`config.mk`:
```
export PLATFORM = sky130hd
export DESIGN_NAME = fc_neuron_stream
export DESIGN_NICKNAME = d
export VERILOG_FILES = /design/src/rtl/fc_neuron_stream.sv
export SDC_FILE = /design/constraint.sdc
export NUM_CORES = 1
export LEC_CHECK = 0
export BUFFER_PORTS_ARGS = -buffer_cell sky130_fd_sc_hd__buf_4
export CAP_MARGIN = 10
export CORE_MARGIN = 2
export CORE_UTILIZATION = 40
export DETAILED_ROUTE_END_ITERATION = 12
export SETUP_SLACK_MARGIN = 0.02
export SYNTH_ARGS = -nofsm -noshare
export SYNTH_HDL_FRONTEND = slang
export SYNTH_SLANG_ARGS = --single-unit
export TNS_END_PERCENT = 30
```
`constraint.sdc`:
```
create_clock -name clk -period 10.29 [get_ports clk]
set_clock_uncertainty 0.05 [all_clocks]
set_input_delay 0 -clock clk [delete_from_list [all_inputs] [get_ports clk]]
set_output_delay 0 -clock clk [all_outputs]
set_load 0.01 [all_outputs]
```
`src/rtl/fc_neuron_stream.sv`:
```
// fc_lane_mul: one signed WIDTH x WIDTH multiplier lane.
//   a, b : signed operands
//   p    : full-precision signed product (2*WIDTH bits)
module fc_lane_mul #(
  parameter int WIDTH = 8
) (
  input  logic signed [WIDTH-1:0]   a,
  input  logic signed [WIDTH-1:0]   b,
  output logic signed [2*WIDTH-1:0] p
);
  localparam int PW = 2 * WIDTH;
  assign p = PW'(a) * PW'(b);
endmodule

// fc_neuron_stream: time-multiplexed fully-connected neuron.
//   z = act(bias + sum_i x[i]*w[i]) over IN inputs, LANES pairs per beat.
// Ports:
//   clk, rst_n           clock, async active-low reset
//   in_valid / in_ready  input beat handshake (x, w, and bias on beat 0)
//   x, w                 LANES packed signed WIDTH-bit activations / weights
//   bias                 signed 2*WIDTH bias, sampled on beat 0 only
//   out_valid/out_ready  result handshake
//   z                    signed ACC_W result (non-negative when RELU=1)
module fc_neuron_stream #(
  parameter  int WIDTH = 8,
  parameter  int IN    = 128,
  parameter  int LANES = 4,
  parameter  int RELU  = 1,
  localparam int ACC_W = 2*WIDTH + $clog2(IN) + 1
) (
  input  logic                     clk,
  input  logic                     rst_n,
  input  logic                     in_valid,
  output logic                     in_ready,
  input  logic [LANES*WIDTH-1:0]   x,
  input  logic [LANES*WIDTH-1:0]   w,
  input  logic [2*WIDTH-1:0]       bias,
  output logic                     out_valid,
  input  logic                     out_ready,
  output logic signed [ACC_W-1:0]  z
);
  localparam int BEATS = IN / LANES;
  localparam int LVL   = $clog2(LANES);
  localparam int NP    = 1 << LVL;           // lanes padded to a power of two
  localparam int SUM_W = 2*WIDTH + LVL;
  localparam int BW    = (BEATS > 1) ? $clog2(BEATS) : 1;

  generate
    if (LANES < 1 || LANES > IN || (IN % LANES) != 0) begin : g_bad_cfg
      $error("fc_neuron_stream: IN must be a multiple of LANES, 1 <= LANES <= IN");
    end
  endgenerate

  // Whole pipeline shares one enable: it stalls only while a finished
  // result is waiting for downstream.
  logic en;
  assign en       = !out_valid || out_ready;
  assign in_ready = en;

  logic accept;
  assign accept = in_valid && in_ready;

  // ---------------- lane multipliers + balanced adder tree ----------------
  logic [LANES-1:0][2*WIDTH-1:0] prod;
  // Heap-ordered tree: node i sums nodes 2i+1 and 2i+2, leaves at NP-1..2NP-2.
  // Every node is carried at the final SUM_W width with sign extension,
  // which holds the same value as growing one bit per level.
  logic signed [SUM_W-1:0] node [2*NP-1];

  for (genvar k = 0; k < NP; k++) begin : g_lane
    if (k < LANES) begin : g_mul
      fc_lane_mul #(.WIDTH(WIDTH)) u_mul (
        .a (signed'(x[k*WIDTH +: WIDTH])),
        .b (signed'(w[k*WIDTH +: WIDTH])),
        .p (prod[k])
      );
      assign node[NP-1+k] = SUM_W'(signed'(prod[k]));
    end else begin : g_pad
      assign node[NP-1+k] = '0;
    end
  end

  for (genvar i = 0; i < NP-1; i++) begin : g_tree
    assign node[i] = node[2*i+1] + node[2*i+2];
  end

  // ---------------- beat counter ----------------
  logic [BW-1:0] bcnt;
  logic          first_b, last_b;
  assign first_b = (bcnt == '0);
  assign last_b  = (bcnt == BW'(BEATS-1));

  always_ff @(posedge clk or negedge rst_n) begin
    if (!rst_n)      bcnt <= '0;
    else if (accept) bcnt <= last_b ? '0 : bcnt + BW'(1);
  end

  // ---------------- stage 1: registered lane sum ----------------
  logic                     s1_v, s1_first, s1_last;
  logic signed [SUM_W-1:0]  s1_sum;
  logic signed [2*WIDTH-1:0] s1_bias;

  always_ff @(posedge clk or negedge rst_n) begin
    if (!rst_n) begin
      s1_v     <= 1'b0;
      s1_first <= 1'b0;
      s1_last  <= 1'b0;
      s1_sum   <= '0;
      s1_bias  <= '0;
    end else if (en) begin
      s1_v <= in_valid;
      if (accept) begin
        s1_sum   <= node[0];
        s1_first <= first_b;
        s1_last  <= last_b;
        if (first_b) s1_bias <= signed'(bias);
      end
    end
  end

  // ---------------- stage 2: accumulate + activation ----------------
  logic signed [ACC_W-1:0] acc, acc_next, z_act;

  // The first beat restarts from the bias, so a stale acc never leaks in.
  assign acc_next = (s1_first ? ACC_W'(s1_bias) : acc) + ACC_W'(s1_sum);
  assign z_act    = (RELU != 0 && acc_next[ACC_W-1]) ? '0 : acc_next;

  always_ff @(posedge clk or negedge rst_n) begin
    if (!rst_n) begin
      acc       <= '0;
      z         <= '0;
      out_valid <= 1'b0;
    end else if (en) begin
      if (s1_v) begin
        acc <= acc_next;
        if (s1_last) z <= z_act;
      end
      // A new result replacing a consumed one keeps out_valid high.
      if (s1_v && s1_last) out_valid <= 1'b1;
      else if (out_ready)  out_valid <= 1'b0;
    end
  end

endmodule

```
==> impl_metrics.csv <==
group,metric,value,unit
clock_tree,tritoncts,"built",
run,max-cap-violations,0,
drt,route.detailed.drc,0,
drt,wl,35000,µm
clock_tree,cts.path.max_buffers,2,
floorplan,die_h,205,µm
floorplan,start_util,0.405,
drt,wl_per_cell,15.1,µm
yosys,netlist_instances,1656,
yosys,ys_warn_count,0,
floorplan,dieArea,0.0419,mm²
timing,finalSetupTns,0,ns
critical_path,crit_required,10.49,ns
placed_design,post-place-cells,2273,
status,status,"finished, final reports clean",
drt,drt_iter0_markers,451,
timing,hold_viol_final,0,
yosys,synthFlopType,"dfrtp_1",
drt,dr_wl_met2,18000,µm
yosys,yosysSeqAreaShare,0.140,
timing,rsz0062_at_grt,"no",
grt,grt_overflow,0,
final_layout,stdcell_area,0.0180,mm²
final_layout,fin_cells,2307,
grt,grt_usage,0.178,
timing,finalSetupViolCount,0,
clock_tree,htreeDepth,3,
critical_path,path_max_fanout,8,
timing,fin_crit_sh,0.627,
clock_tree,cts_resized,0,
placed_design,hpwl,29800,µm
clock_tree,cts.clk_slew.worst_paths,0.06,ns
yosys,async_flop_share,1.00,
timing,drv_slew,0,
yosys,ys_seq_elements,90,
grt,grt_pass1_vias,12086,
floorplan,rows,73,
clock_tree,clock-sinks,90,
critical_path,critPathLaunchType,"primary input",
floorplan,core_area,0.0397,mm²
min_path,worstHoldStart,"out_ready",
final_layout,final_common_cell,"inv_1",
final_layout,final_cell_mix,"inv_1, fa_1, ha_1",
yosys,synth_edf_count,0,
final_layout,areaGrowthSynthToFinish,11.7,%
timing,whs,0.0620,ns
drt,met1Wirelength,15700,µm
final_layout,drive_above_1_share,0.101,
min_path,hold_class,"primary input to flip-flop",
critical_path,cp_data_arrival_time,6.65,ns
yosys,avgSynthCellArea,9.72,µm²
critical_path,crit_type,"primary input to flip-flop",
final_layout,n_antenna_cell,0,
drt,top_layer_used,"met4",
timing,slew_headroom,0.247,
critical_path,rr_startpoint,"s1_first",
timing,min_period,6.45,ns
floorplan,die_w,205,µm
grt,antenna_found_initial,0,
grt,grt_pass1_wl,60300,µm
placed_design,port_buffers,108,
clock_tree,numCtsBuffers,9,
drt,dr.pass1.iters,5,
timing,timing.fmax,155,MHz
clock_tree,clk_latency,0.35,ns
critical_path,cp-end-kind,"flip-flop",
critical_path,crit_path_start,"x[31]",
yosys,synth_nets,2177,
placed_design,gp_congestion,0.853,
yosys,synth_area,0.0161,mm²
timing,worst_pin_slew,1.13,ns
floorplan,ios,110,
drt,vias,11259,
placed_design,placed_cell_area,0.0175,mm²
drt,drtAntennaViolNets,0,
drt,via_per_inst,4.88,
drt,wl_met3,730,µm
final_layout,nets,2298,
yosys,ys_types,60,
clock_tree,ctsRootBufferMaster,"clkbuf_16",
grt,grt_max_degree,82,
-- logic make-up after synthesis --
family / share of synthesized area
other cells: 0.000233
flops: 0.140
mux: 0.0432
fa+ha+maj: 0.474
buf+inv: 0.0930
compound gates: 0.0751
xor+xnor: 0.0462
simple gates: 0.129
-- path summary, 6_finish.rpt --
path                              endpoint  slack [ns]  cells after the start
worst min register to register      acc[1]        0.44                      1
min in group asynchronous            z[22]        0.43                      3
worst max-delay path            s1_sum[16]        3.84                     22
worst min-delay path             out_valid        0.06                      3
max in group asynchronous        s1_sum[7]        9.09                      3
worst max register to register        z[3]        5.85                     10
-- layout make-up --
type | count | area [µm²]
fill | 3833 | 21700
multi-input combinational | 1172 | 12400
sequential | 90 | 2250
inverter | 376 | 1410
timing repair buffer | 128 | 1010
tap | 525 | 657
clock buffer | 10 | 239
clock inverter | 6 | 71.3
-- Yosys cell counts (all sizes together) (2+ instances only) --
| cell | instances | area [µm²] |
|---|---|---|
| o31a | 2 | 17.5 |
| a21oi | 44 | 224 |
| nand3 | 15 | 80.1 |
| a22o | 23 | 201 |
| and2 | 146 | 913 |
| o21a | 7 | 52.6 |
| nor2b | 6 | 37.5 |
| nand2b | 14 | 87.6 |
| o211ai | 2 | 15.0 |
| xnor2 | 64 | 561 |
| a31o | 2 | 17.5 |
| mux2i | 2 | 20.0 |
| a31oi | 2 | 12.5 |
| inv | 374 | 1400 |
| o21bai | 3 | 22.5 |
| o21ai | 53 | 265 |
| nand4 | 3 | 18.8 |
| o31ai | 8 | 60.1 |
| nor2 | 46 | 173 |
| a41oi | 2 | 17.5 |
| fa | 288 | 5770 |
| clkbuf | 13 | 48.8 |
| mux2 | 60 | 676 |
| a211oi | 13 | 108 |
| nand2 | 131 | 492 |
| nor3 | 14 | 81.3 |
| dfrtp | 90 | 2250 |
| ha | 149 | 1860 |
| or3 | 9 | 56.3 |
| clkinv | 2 | 7.51 |
| a21o | 17 | 130 |
| or2 | 4 | 25.0 |
| and3 | 8 | 50.1 |
| buf | 5 | 37.5 |
| xor2 | 21 | 184 |
-- per-stage QoR --
step	setup slack [ns]	util
CTS	3.85	0.453
floorplan	4.31	-
global placement	3.55	0.440
finish	3.84	0.453
global route	3.46	0.453
detailed placement	3.51	0.440
-- critical path, cell delays in order --
cell	delay [ns]
buf_4	0.13
and2_1	0.48
inv_1	0.12
fa_1	0.48
fa_1	0.51
inv_1	0.05
fa_1	0.56
fa_1	0.43
fa_1	0.49
inv_1	0.05
fa_1	0.47
inv_1	0.04
ha_1	0.33
nand2_1	0.09
a21o_1	0.10
a21oi_1	0.10
o31ai_1	0.43
mux2i_1	0.13
a2111oi_0	0.88
ha_1	0.42
and3_1	0.16
o31ai_1	0.21
-- metal layers --
metal / up-vias / global-route usage
met2: 160 / 0.317
met4: 0 / 0.0375
li1: 5382 / -
met3: 37 / 0.00891
met5: - / 0
met1: 5680 / 0.240
-- registers in the layout (all words and copies together), names as in the netlist --
name       cells
acc           24
bcnt           5
out_valid      1
s1_bias       16
s1_first       1
s1_last        1
s1_sum        18
s1_v           1
z             23
-- what timing repair did --
action	in CTS	in global routing
endpoints found under the hold margin	25	0
endpoints found under the setup margin	0	0
buffers inserted	0	0
hold buffers	18	0
Power is not shown: default switching activity piles up to over one toggle a cycle in this logic, so the estimate is an artifact.
